`config.mk`:
```
export PLATFORM = sky130hd
export DESIGN_NAME = dsi_tx_line_scheduler
export DESIGN_NICKNAME = d
export VERILOG_FILES = /design/src/rtl/dsi_pkg.sv /design/src/rtl/dsi_tx_video_timing.sv /design/src/rtl/dsi_tx_line_scheduler.sv
export SDC_FILE = /design/constraint.sdc
export NUM_CORES = 1
export LEC_CHECK = 0
export ABC_CLOCK_PERIOD_IN_PS = 2200
export BUFFER_PORTS_ARGS = -buffer_cell sky130_fd_sc_hd__buf_2
export CORE_MARGIN = 4
export CORE_UTILIZATION = 49
export DETAILED_ROUTE_END_ITERATION = 10
export PLACE_DENSITY = 0.84
export REMOVE_ABC_BUFFERS = 1
export SLEW_MARGIN = 20
export SYNTH_ARGS = -nofsm -noshare
export SYNTH_HDL_FRONTEND = slang
export SYNTH_SLANG_ARGS = --single-unit
```
`constraint.sdc`:
```
create_clock -name clk_phy -period 2.2 [get_ports clk_phy]
set_input_delay 0.44 -clock clk_phy [delete_from_list [all_inputs] [get_ports clk_phy]]
set_output_delay 0.44 -clock clk_phy [all_outputs]
set_load 0.005 [all_outputs]
```
`src/rtl/dsi_pkg.sv`:
```
// Shared DSI definitions for the video TX path: data-type codes, scheduler
// state encoding and the packet word-count helper.
package dsi_pkg;

    typedef enum logic [2:0] {
        ST_IDLE      = 3'd0,
        ST_WAIT_LINE = 3'd1,
        ST_SYNC_HDR  = 3'd2,
        ST_PIX_WAIT  = 3'd3,
        ST_PIX_HDR   = 3'd4,
        ST_PIX_DATA  = 3'd5,
        ST_LINE_DONE = 3'd6
    } state_t;

    localparam logic [5:0] DT_VSS    = 6'h01;
    localparam logic [5:0] DT_HSS    = 6'h21;
    localparam logic [5:0] DT_RGB888 = 6'h3E;

    // Long-packet word count is in bytes and carried in a 16-bit field.
    function automatic logic [15:0] byte_count(input int unsigned words);
        byte_count = 16'(words * 32'd4);
    endfunction

endpackage

```
`src/rtl/dsi_tx_video_timing.sv`:
```
// Free-running line timer and frame line counter for the DSI TX scheduler.
// Both are held at zero while the scheduler is idle.
module dsi_tx_video_timing
    import dsi_pkg::*;
#(
    parameter int LINE_PERIOD = 2000,
    parameter int TOTAL_LINES = 525,
    parameter int LINE_W      = 10
) (
    input  logic              clk_phy,
    input  logic              rst_phy_n,
    input  logic              i_clear,
    input  logic              i_line_adv,
    output logic              o_line_tick,
    output logic              o_timer_last,
    output logic [LINE_W-1:0] o_line_cnt
);

    localparam int TW = (LINE_PERIOD > 1) ? $clog2(LINE_PERIOD) : 1;
    localparam logic [TW-1:0]     TIMER_MAX = TW'(LINE_PERIOD - 1);
    localparam logic [LINE_W-1:0] LINE_MAX  = LINE_W'(TOTAL_LINES - 1);

    logic [TW-1:0]     r_timer;
    logic [LINE_W-1:0] r_line_cnt;

    assign o_timer_last = (r_timer == TIMER_MAX);
    assign o_line_tick  = o_timer_last & ~i_clear;
    assign o_line_cnt   = r_line_cnt;

    // Line timer: wraps every LINE_PERIOD cycles, never stalls mid-frame.
    always_ff @(posedge clk_phy or negedge rst_phy_n) begin
        if (!rst_phy_n) begin
            r_timer <= '0;
        end else if (i_clear || o_timer_last) begin
            r_timer <= '0;
        end else begin
            r_timer <= r_timer + TW'(1);
        end
    end

    // Line counter: advanced by the scheduler, wraps at the frame end.
    always_ff @(posedge clk_phy or negedge rst_phy_n) begin
        if (!rst_phy_n) begin
            r_line_cnt <= '0;
        end else if (i_clear) begin
            r_line_cnt <= '0;
        end else if (i_line_adv) begin
            r_line_cnt <= (r_line_cnt == LINE_MAX) ? '0 : r_line_cnt + LINE_W'(1);
        end
    end

endmodule

```
`src/rtl/dsi_tx_line_scheduler.sv`:
```
// DSI video-mode line scheduler: emits sync/pixel headers per line and streams
// one line of payload from a show-ahead pixel buffer into the payload channel.
module dsi_tx_line_scheduler
    import dsi_pkg::*;
#(
    parameter int LINE_WORDS  = 480,
    parameter int LINE_PERIOD = 2000,
    parameter int VSA_LINES   = 2,
    parameter int VBP_LINES   = 33,
    parameter int VACT_LINES  = 480,
    parameter int VFP_LINES   = 10
) (
    input  logic        clk_phy,
    input  logic        rst_phy_n,
    input  logic        enable,
    input  logic [31:0] fifo_data,
    input  logic        fifo_not_empty,
    input  logic        fifo_line_ready,
    output logic        fifo_read_ack,
    output logic        hdr_valid,
    input  logic        hdr_ready,
    output logic [5:0]  hdr_type,
    output logic [15:0] hdr_wc,
    output logic        pl_valid,
    input  logic        pl_ready,
    output logic [31:0] pl_data,
    output logic        pl_last,
    output logic        frame_active,
    output logic        underflow
);

    localparam int TOTAL_LINES = VSA_LINES + VBP_LINES + VACT_LINES + VFP_LINES;
    localparam int LINE_W      = (TOTAL_LINES > 1) ? $clog2(TOTAL_LINES) : 1;
    localparam int WCW         = (LINE_WORDS > 1) ? $clog2(LINE_WORDS) : 1;
    localparam int ACT_FIRST   = VSA_LINES + VBP_LINES;
    localparam int ACT_END     = ACT_FIRST + VACT_LINES;
    localparam logic [LINE_W-1:0] LINE_LAST  = LINE_W'(TOTAL_LINES - 1);
    localparam logic [WCW-1:0]    WORD_LAST  = WCW'(LINE_WORDS - 1);
    localparam logic [15:0]       HDR_WC_PIX = byte_count(LINE_WORDS);

    state_t            r_state;
    state_t            w_state_nxt;
    logic [WCW-1:0]    r_word_cnt;
    logic              r_underflow;
    logic              r_tick_pend;
    logic              w_line_tick;
    logic              w_timer_last;
    logic [LINE_W-1:0] w_line_cnt;
    logic              w_line_adv;
    logic              w_accept;
    logic              w_word_last;
    logic              w_active;
    logic              w_frame_wrap;

    dsi_tx_video_timing #(
        .LINE_PERIOD (LINE_PERIOD),
        .TOTAL_LINES (TOTAL_LINES),
        .LINE_W      (LINE_W)
    ) u_timing (
        .clk_phy      (clk_phy),
        .rst_phy_n    (rst_phy_n),
        .i_clear      (r_state == ST_IDLE),
        .i_line_adv   (w_line_adv),
        .o_line_tick  (w_line_tick),
        .o_timer_last (w_timer_last),
        .o_line_cnt   (w_line_cnt)
    );

    assign w_active     = (int'(w_line_cnt) >= ACT_FIRST) && (int'(w_line_cnt) < ACT_END);
    assign w_frame_wrap = (w_line_cnt == LINE_LAST);
    assign w_word_last  = (r_word_cnt == WORD_LAST);
    assign w_accept     = pl_valid & pl_ready;

    assign fifo_read_ack = w_accept;
    assign frame_active  = (r_state != ST_IDLE);
    assign underflow     = r_underflow;

    // Next-state decode; a tick missed outside LINE_DONE is remembered in r_tick_pend.
    always_comb begin
        w_state_nxt = r_state;
        w_line_adv  = 1'b0;
        case (r_state)
            ST_IDLE: begin
                if (enable) w_state_nxt = ST_SYNC_HDR;
                else        w_state_nxt = ST_IDLE;
            end
            ST_SYNC_HDR: begin
                if (!hdr_ready)    w_state_nxt = ST_SYNC_HDR;
                else if (w_active) w_state_nxt = ST_PIX_WAIT;
                else               w_state_nxt = ST_LINE_DONE;
            end
            ST_PIX_WAIT: begin
                if (fifo_line_ready)   w_state_nxt = ST_PIX_HDR;
                else if (w_timer_last) w_state_nxt = ST_LINE_DONE;
                else                   w_state_nxt = ST_PIX_WAIT;
            end
            ST_PIX_HDR: begin
                if (hdr_ready) w_state_nxt = ST_PIX_DATA;
                else           w_state_nxt = ST_PIX_HDR;
            end
            ST_PIX_DATA: begin
                if (w_accept && w_word_last) w_state_nxt = ST_LINE_DONE;
                else                         w_state_nxt = ST_PIX_DATA;
            end
            ST_LINE_DONE: begin
                if (w_line_tick || r_tick_pend) begin
                    w_line_adv = 1'b1;
                    if (w_frame_wrap && !enable) w_state_nxt = ST_IDLE;
                    else                         w_state_nxt = ST_SYNC_HDR;
                end else begin
                    w_state_nxt = ST_LINE_DONE;
                end
            end
            ST_WAIT_LINE: w_state_nxt = ST_LINE_DONE;
            default:      w_state_nxt = ST_IDLE;
        endcase
    end

    // Channel outputs decoded from the registered state; payload is show-ahead passthrough.
    always_comb begin
        hdr_valid = 1'b0;
        hdr_type  = 6'h00;
        hdr_wc    = 16'h0000;
        pl_valid  = 1'b0;
        pl_data   = 32'h0000_0000;
        pl_last   = 1'b0;
        case (r_state)
            ST_SYNC_HDR: begin
                hdr_valid = 1'b1;
                hdr_type  = (w_line_cnt == '0) ? DT_VSS : DT_HSS;
            end
            ST_PIX_HDR: begin
                hdr_valid = 1'b1;
                hdr_type  = DT_RGB888;
                hdr_wc    = HDR_WC_PIX;
            end
            ST_PIX_DATA: begin
                pl_valid = fifo_not_empty;
                pl_data  = fifo_data;
                pl_last  = w_word_last;
            end
            default: hdr_valid = 1'b0;
        endcase
    end

    // State, word counter and sticky underflow; a PIX_WAIT timeout is also a tick outside LINE_DONE.
    always_ff @(posedge clk_phy or negedge rst_phy_n) begin
        if (!rst_phy_n) begin
            r_state     <= ST_IDLE;
            r_word_cnt  <= '0;
            r_underflow <= 1'b0;
            r_tick_pend <= 1'b0;
        end else begin
            r_state <= w_state_nxt;
            if (r_state != ST_PIX_DATA) begin
                r_word_cnt <= '0;
            end else if (w_accept) begin
                r_word_cnt <= w_word_last ? '0 : r_word_cnt + WCW'(1);
            end
            if (w_line_tick && (r_state != ST_LINE_DONE)) begin
                r_underflow <= 1'b1;
            end
            if (r_state == ST_LINE_DONE) begin
                r_tick_pend <= 1'b0;
            end else if (w_line_tick) begin
                r_tick_pend <= 1'b1;
            end
        end
    end

endmodule

```
* After elaboration in Yosys (flattened, before gate mapping) *
Cells that the tools add are included.
W data, S select, Z words.

word-level totals
  register bits after elaboration = 35
  input bits = 39
  bits in read-only memories = 0
  latch bits = 0
  memories kept = 0
  word-level logic and storage cells = 67
  output and inout bits = 60
  RAM bits = 0

cells by class
  mux-type cells = 28
  multipliers = 0
  reductions and logical operators = 14
  add/subtract/negate cells = 3
  order comparisons = 2
  eq/ne operators = 11
  divide/modulo/power cells = 0
  bitwise operators = 3
  shift operators = 0

operators by type and width
  kind                     number
  $mux W32                 1
  $mux W10                 3
  $mux W9                  3
  $mux W11                 2
  $pmux W3 S7              1
  $mux W3                  5
  $pmux W6 S2              1
  $add A11 B1 Y11 const B  1
  $eq A11 B11 Y1 const B   1
  $add A10 B1 Y10 const B  1
  $eq A10 B10 Y1 const B   1
  $ge A10 B6 Y1 const B    1
  $logic_not A10 Y1        1
  $lt A10 B10 Y1 const B   1
  $add A9 B1 Y9 const B    1
  $eq A3 B3 Y1 const B     3
  $eq A9 B9 Y1 const B     1
  $mux W1                  8
  $eq A3 B2 Y1 const B     2
  $mux W2                  3
  $mux W6                  1
  $ne A3 B3 Y1 const B     2
  $reduce_bool A2 Y1       3
  $logic_and A1 B1 Y1      4
  other kinds (8)          10

* Logic depth before layout (Yosys ltp) *
  depth in word-level cells = 8
  gate-level depth with buffers = 7

* Cells and area by module *
Synthesis repeated with hierarchy kept, for this count alone.

unflattened totals
  cells, all modules = 268
  area total of the unflattened synthesis = 2349.8 µm²

modules (own cells, without submodules)
  module                 sequential area each (µm²)  area each (µm²)  cells an instance  instances
  dsi_tx_line_scheduler  350.3                       1262.5           156                1
  dsi_tx_video_timing    525.5                       1087.3           112                1

* Least setup slack after synthesis *
Ideal clock, no wire load.

  path type = register to register
  from = reg u_timing.r_line_cnt[0] (netlist: u_timing.o_line_cnt[0])
  to = reg r_state[0]
  library setup time = 0.086 ns
  path slack = 0.385 ns
  clock period less this slack = 1.815 ns
  cell stages (with the launch flop) = 6
  required time = 2.114 ns
  path buffers = 0
  data arrival time = 1.729 ns
  cells stage by stage = dfrtp_1 > ha_1 > or4_4 > o31a_1 > or3_1 > a32oi_1

on the way
  word-level cells in the longest chain between the ends = 5
  elaborated cells on any way between the ends = 6
  those cells by class = order compare (2); mux (3); reduce/logical (1)

RTL lines
  what                                                    line                          RTL
  start, declared                                         dsi_tx_video_timing.sv:24     logic [LINE_W-1:0] r_line_cnt;
  start signal, assigned                                  dsi_tx_video_timing.sv:48     r_line_cnt <= (r_line_cnt == LINE_MAX) ? '0 : r_line_cnt + LINE_W'(1);
  $ge A10 B6 Y1 / $lt A10 B10 Y1 (equally long branches)  dsi_tx_line_scheduler.sv:69   assign w_active = (int'(w_line_cnt) >= ACT_FIRST) && (int'(w_line_cnt) < ACT_END);
  $logic_and A1 B1 Y1 *                                   dsi_tx_line_scheduler.sv:69
  $mux W3 *                                               dsi_tx_line_scheduler.sv:89   else if (w_active) w_state_nxt = ST_PIX_WAIT;
  $mux W3 *                                               dsi_tx_line_scheduler.sv:88   if (!hdr_ready) w_state_nxt = ST_SYNC_HDR;
  $pmux W3 S7 *                                           dsi_tx_line_scheduler.sv:82   case (r_state)
  named net w_state_nxt[0]                                dsi_tx_line_scheduler.sv:42   state_t w_state_nxt;
  end signal, assigned                                    dsi_tx_line_scheduler.sv:154  r_state <= w_state_nxt;
  end, declared                                           dsi_tx_line_scheduler.sv:41   state_t r_state;

The timed path passes the listed nets; every way through them passes the cells marked *.
A chain may end at the register's enable or synchronous reset.

* Final worst setup path *
  from = reg r_state[1]
  to = out pl_last

on the way
  word-level cells in the longest chain between the ends = 2

RTL lines
  what           line                          RTL
  $eq A3 B3 Y1   dsi_tx_line_scheduler.sv:127  case (r_state)
  $mux W1        dsi_tx_line_scheduler.sv:127
  end, declared  dsi_tx_line_scheduler.sv:27   output logic pl_last,

Every way passes these cells.

==> impl_results.html <==
<table>
<tr><th>Metric</th><th>Value</th></tr>
<tr><th colspan="2">STA</th></tr>
<tr><td>Final hold violation count</td><td>0</td></tr>
<tr><td>Pins Over Slew Limit</td><td>0</td></tr>
<tr><td>Fmax</td><td>a little under 500 MHz</td></tr>
<tr><td>Worst rel slew slack</td><td>between 40% and 50%</td></tr>
<tr><td>Minimum clock period</td><td>between 2 and 2.5 ns</td></tr>
<tr><td>Setup violations, final</td><td>0</td></tr>
<tr><td>Unrepaired setup endpoints after global routing</td><td>no</td></tr>
<tr><td>Worst-Margin Slew</td><td>slightly below 0.8 ns</td></tr>
<tr><td>Post-route fraction of the period consumed by the critical path</td><td>93.5%</td></tr>
<tr><td>Setup TNS after final layout</td><td>0 ns</td></tr>
<tr><td>Fin Clk Skew</td><td>0.00444 ns</td></tr>
<tr><td>Worst setup margin</td><td>roughly 0.14 ns</td></tr>
<tr><th colspan="2">Synthesis</th></tr>
<tr><td>Number of synthesized flops with an enable pin</td><td>0</td></tr>
<tr><td>Area share of the largest cell type after synthesis</td><td>a little over a third</td></tr>
<tr><td>Share of flip-flops with an asynchronous set or reset</td><td>between 90% and 100%</td></tr>
<tr><td>Top cell type by total area after synthesis</td><td>dfrtp_1</td></tr>
<tr><td>Post-synthesis cell count</td><td>283</td></tr>
<tr><td>Register area share after synthesis</td><td>between 30% and 40%</td></tr>
<tr><td>Syn Std Cell Area</td><td>~2400 µm²</td></tr>
<tr><td>Dominant cells by area after synthesis</td><td>dfrtp_1 (36%), and2_1 (9.0%), buf_4 (5.9%)</td></tr>
<tr><td>Count of unique library cells instantiated by Yosys</td><td>53</td></tr>
<tr><td>Syn. warnings</td><td>0</td></tr>
<tr><td>Mean instance size in the synthesized netlist</td><td>approximately 8.6 µm²</td></tr>
<tr><td>Synthesized flop and latch total</td><td>35</td></tr>
<tr><td>Predominant post-synthesis flop cell</td><td>dfrtp_1</td></tr>
<tr><th colspan="2">Critical path</th></tr>
<tr><td>Highest fanout seen on the critical path</td><td>13</td></tr>
<tr><td>Worst path arrival time</td><td>1.62 ns</td></tr>
<tr><td>Kind of capture point of the worst setup path</td><td>output port</td></tr>
<tr><td>Slowest-stage cell, CP</td><td>dfrtp_1</td></tr>
<tr><td>Critical Setup Path Class</td><td>flip-flop to output port</td></tr>
<tr><td>Longest individual stage delay on the worst path</td><td>around 0.49 ns</td></tr>
<tr><td>Endpoint required time on the critical path</td><td>between 1.5 and 2 ns</td></tr>
<tr><td>Cells on worst reg2reg path</td><td>5</td></tr>
<tr><td>Crit path cell chain</td><td>nand3b_1, nor4_2, buf_2</td></tr>
<tr><td>Category of the worst setup path launch point</td><td>flip-flop</td></tr>
<tr><th colspan="2">Clock tree</th></tr>
<tr><td>Cell chosen for the clock root</td><td>clkbuf_8</td></tr>
<tr><td>Number of buffers added to fix hold violations after cts</td><td>0</td></tr>
<tr><td>Sink count of the clock tree</td><td>35</td></tr>
<tr><td>Clock insertion delay at the later pin of the skew report</td><td>approximately 0.28 ns</td></tr>
<tr><td>H-tree levels</td><td>2</td></tr>
<tr><td>TritonCTS clock tree</td><td>built</td></tr>
<tr><td>Num CTS Buffers</td><td>5</td></tr>
<tr><td>Clock-pin slew on the worst setup and hold paths</td><td>approximately 0.070 ns</td></tr>
<tr><td>Clk buf depth</td><td>2</td></tr>
<tr><th colspan="2">Cells and area</th></tr>
<tr><td>Final instance area</td><td>about 2900 µm²</td></tr>
<tr><td>Share of layout cells above drive strength 1</td><td>a little under a third</td></tr>
<tr><td>Layout area overhead</td><td>19.2%</td></tr>
<tr><td>Count of nets after finishing</td><td>401</td></tr>
<tr><td>Area taken by flip-flops and latches</td><td>876 µm²</td></tr>
<tr><td>Total area of multi-input combinational cells</td><td>1340 µm²</td></tr>
<tr><td>Fillers</td><td>437</td></tr>
<tr><td>Fraction of the core area covered by cells at the end of the flow</td><td>~61%</td></tr>
<tr><td>Antenna Diode Count</td><td>0</td></tr>
<tr><th colspan="2">Job</th></tr>
<tr><td>Max-cap violations</td><td>0</td></tr>
<tr><th colspan="2">Pwr</th></tr>
<tr><td>Worst-case vdd ir drop</td><td>409 µV</td></tr>
<tr><td>Logic gate share of total power</td><td>between 40% and 50%</td></tr>
<tr><td>Relative contribution of the clock network to total power</td><td>between 20% and 30%</td></tr>
<tr><td>Leakage component of the power</td><td>1.39 nW</td></tr>
<tr><td>Sequential group share of total power</td><td>between 30% and 40%</td></tr>
<tr><td>Net Sw Power</td><td>between 0.8 and 0.9 mW</td></tr>
<tr><td>Power density of the placed cells</td><td>797 nW/µm²</td></tr>
<tr><td>Sw Ratio</td><td>between 30% and 40%</td></tr>
<tr><td>Cell-internal power</td><td>1.45 mW</td></tr>
<tr><th colspan="2">Route</th></tr>
<tr><td>Number of DRC violations after detailed-routing iteration 0</td><td>approximately 130</td></tr>
<tr><td>Vias per Instance</td><td>~5.4</td></tr>
<tr><td>Drt drc</td><td>0</td></tr>
<tr><td>Number of antenna-violating nets in the routed design</td><td>0</td></tr>
<tr><td>Final routed wirelength across all metal layers</td><td>~6400 µm</td></tr>
<tr><td>Total via count in the routed design</td><td>~2300</td></tr>
<tr><td>Detail-routed net length per standard cell</td><td>around 15 µm</td></tr>
<tr><td>Total iterations of the first detailed-routing run</td><td>4</td></tr>
<tr><th colspan="2">Die</th></tr>
<tr><td>Full die area</td><td>~6200 µm²</td></tr>
<tr><td>Row Count</td><td>25</td></tr>
<tr><td>Io pins</td><td>about 100</td></tr>
<tr><td>Starting density of the core</td><td>just over 50%</td></tr>
<tr><td>Chip width</td><td>slightly below 80 µm</td></tr>
<tr><td>Y dimension of the die</td><td>78.5 µm</td></tr>
<tr><td>Core ar.</td><td>about 4800 µm²</td></tr>
<tr><th colspan="2">Global routing</th></tr>
<tr><td>Total global routing overflow</td><td>0</td></tr>
<tr><td>Largest net degree at the start of global routing</td><td>40</td></tr>
<tr><td>Wire length of the first global-routing pass</td><td>around 10000 µm</td></tr>
<tr><td>Vias in the first global route</td><td>around 2200</td></tr>
<tr><td>Antenna violations before repair</td><td>0</td></tr>
<tr><td>Global routing usage summed across all routing layers</td><td>between 20% and 30%</td></tr>
<tr><th colspan="2">Place</th></tr>
<tr><td>Count of buffers inserted at the top-level ports</td><td>between 80 and 90</td></tr>
<tr><td>RePlAce Congestion</td><td>around 0.83</td></tr>
<tr><td>Total half-perimeter wirelength after legalization and detailed placement</td><td>4830 µm</td></tr>
<tr><td>Worst slack after detailed placement</td><td>0.273 ns</td></tr>
<tr><td>Post-DP Area</td><td>~2800 µm²</td></tr>
<tr><th colspan="2">Min path</th></tr>
<tr><td>Path type of the worst min-delay path</td><td>input pin to asynchronous set/reset pin</td></tr>
<tr><th colspan="2">Outcome</th></tr>
<tr><td>Result of the run</td><td>completed</td></tr>
</table>
-- through the flow --
step / cells / hold WS [ns] / power, mW
2_1_floorplan: 260 / 0.144 / 1.33
3_3_place_gp: 418 / 0.455 / 1.79
3_5_place_dp: 418 / 0.457 / 1.81
4_1_cts: 426 / 0.260 / 2.33
5_1_grt: 426 / 0.304 / 2.48
6_report: 426 / 0.227 / 2.31
-- path summary, 6_finish.rpt --
kind                                                    start                                 end  slack (ns)
max reg2reg                u_timing.o_line_cnt[0]$_DFFE_PN0P_                r_state[0]$_DFF_PN0_        0.23
max in group asynchronous                           rst_phy_n  u_timing.o_line_cnt[6]$_DFFE_PN0P_        1.46
min                                                 rst_phy_n  u_timing.o_line_cnt[2]$_DFFE_PN0P_        0.23
max                                      r_state[1]$_DFF_PN0_                             pl_last        0.14
min in group clk_phy                                 pl_ready           r_word_cnt[1]$_DFFE_PN0P_        0.45
min reg2reg                     u_timing.r_timer[0]$_DFF_PN0_       u_timing.r_timer[0]$_DFF_PN0_        0.48
-- Yosys cell counts, types with 2 or more instances --
cell      number
a211oi_1      10
a21oi_1        6
a31o_2         2
and2_1        35
and3_1         2
and3_2         3
and3b_1        2
and4_1         2
buf_4         19
buf_6          5
clkbuf_1       9
dfrtp_1       35
ha_1           4
inv_1         10
nand2_1       24
nand3_1       16
nand3b_1       2
nand4_1        3
nand4b_1       2
nor2_1        24
nor2b_1        2
nor3_1         5
nor4_1         5
o211ai_1       2
o21ai_0        4
o21ai_1        3
o21bai_1       2
o31ai_1        2
o32ai_1        4
or3_1          2
or4_1          2
xnor2_1       13
xor2_1         2
-- placed cells by master (no fill, tap or decap), types with 3 or more instances in the layout --
cell / count
o32ai_1: 4
and3_2: 3
o21ai_1: 3
nor2_1: 24
xnor2_1: 13
nand3_1: 16
buf_2: 86
nor3_1: 5
nor4_1: 3
a21oi_1: 6
a211oi_1: 10
ha_1: 4
buf_4: 5
inv_1: 10
dfrtp_1: 35
nand4_1: 3
and2_1: 35
conb_1: 12
nand2_1: 24
o21ai_0: 4
clkbuf_8: 7
-- area by class of cell --
| cell class | instances | area share [%] |
|---|---|---|
| inverter | 10 | 1.29 |
| sequential | 35 | 30.2 |
| clock buffer | 8 | 3.45 |
| multi-input combinational | 215 | 46.0 |
| timing repair buffer | 91 | 16.1 |
| tap | 67 | 2.89 |
-- cells by family (layout without fill, tap and decap cells) --
group	count (synthesis)	in the layout	share of synthesized area (%)
fa+ha+maj	4	4	2.06
buf+inv	44	109	11.3
flops	35	35	36.0
simple gates	137	137	30.6
other cells	1	12	0.154
xor+xnor	15	15	5.40
compound gates	47	47	14.5
-- repair_timing --
| action | CTS | global route |
|---|---|---|
| endpoints found under the setup margin | 0 | 2 |
| setup buffers | 0 | 0 |
| gates resized for setup | 0 | 2 |
-- flip-flops by register name (all words and copies together) (netlist names) --
signal and flops:
r_state 3, u_timing.o_line_cnt 10, r_word_cnt 9, r_tick_pend 1, underflow 1, u_timing.r_timer 11
-- worst max-delay path, delay by kind of cell, from the launching register on --
family | cells | cell delay, ns
buffers and inverters | 1 | 0.16
flip-flops | 1 | 0.49
AND/OR/NAND/NOR | 2 | 0.68
-- power by group through the flow --
stage	Sequential [mW]	Clock, mW	Combinational (mW)
after detailed placement	0.840	0	0.973
after CTS	0.828	0.524	0.982
after global routing	0.850	0.555	1.08
after floorplan	0.815	0	0.514
after global placement	0.835	0	0.950
final	0.829	0.512	0.970
-- layer usage --
| metal | part of all wire, % | vias up | GRT usage (%) |
|---|---|---|---|
| met5 | 0 | - | 0 |
| met4 | 0.86 | 0 | 6.64 |
| met3 | 8.5 | 6 | 6.42 |
| met2 | 52 | 97 | 37.7 |
| met1 | 39 | 1087 | 23.3 |
| li1 | - | 1109 | - |
No activity file was read; power rests on OpenSTA's default activity.
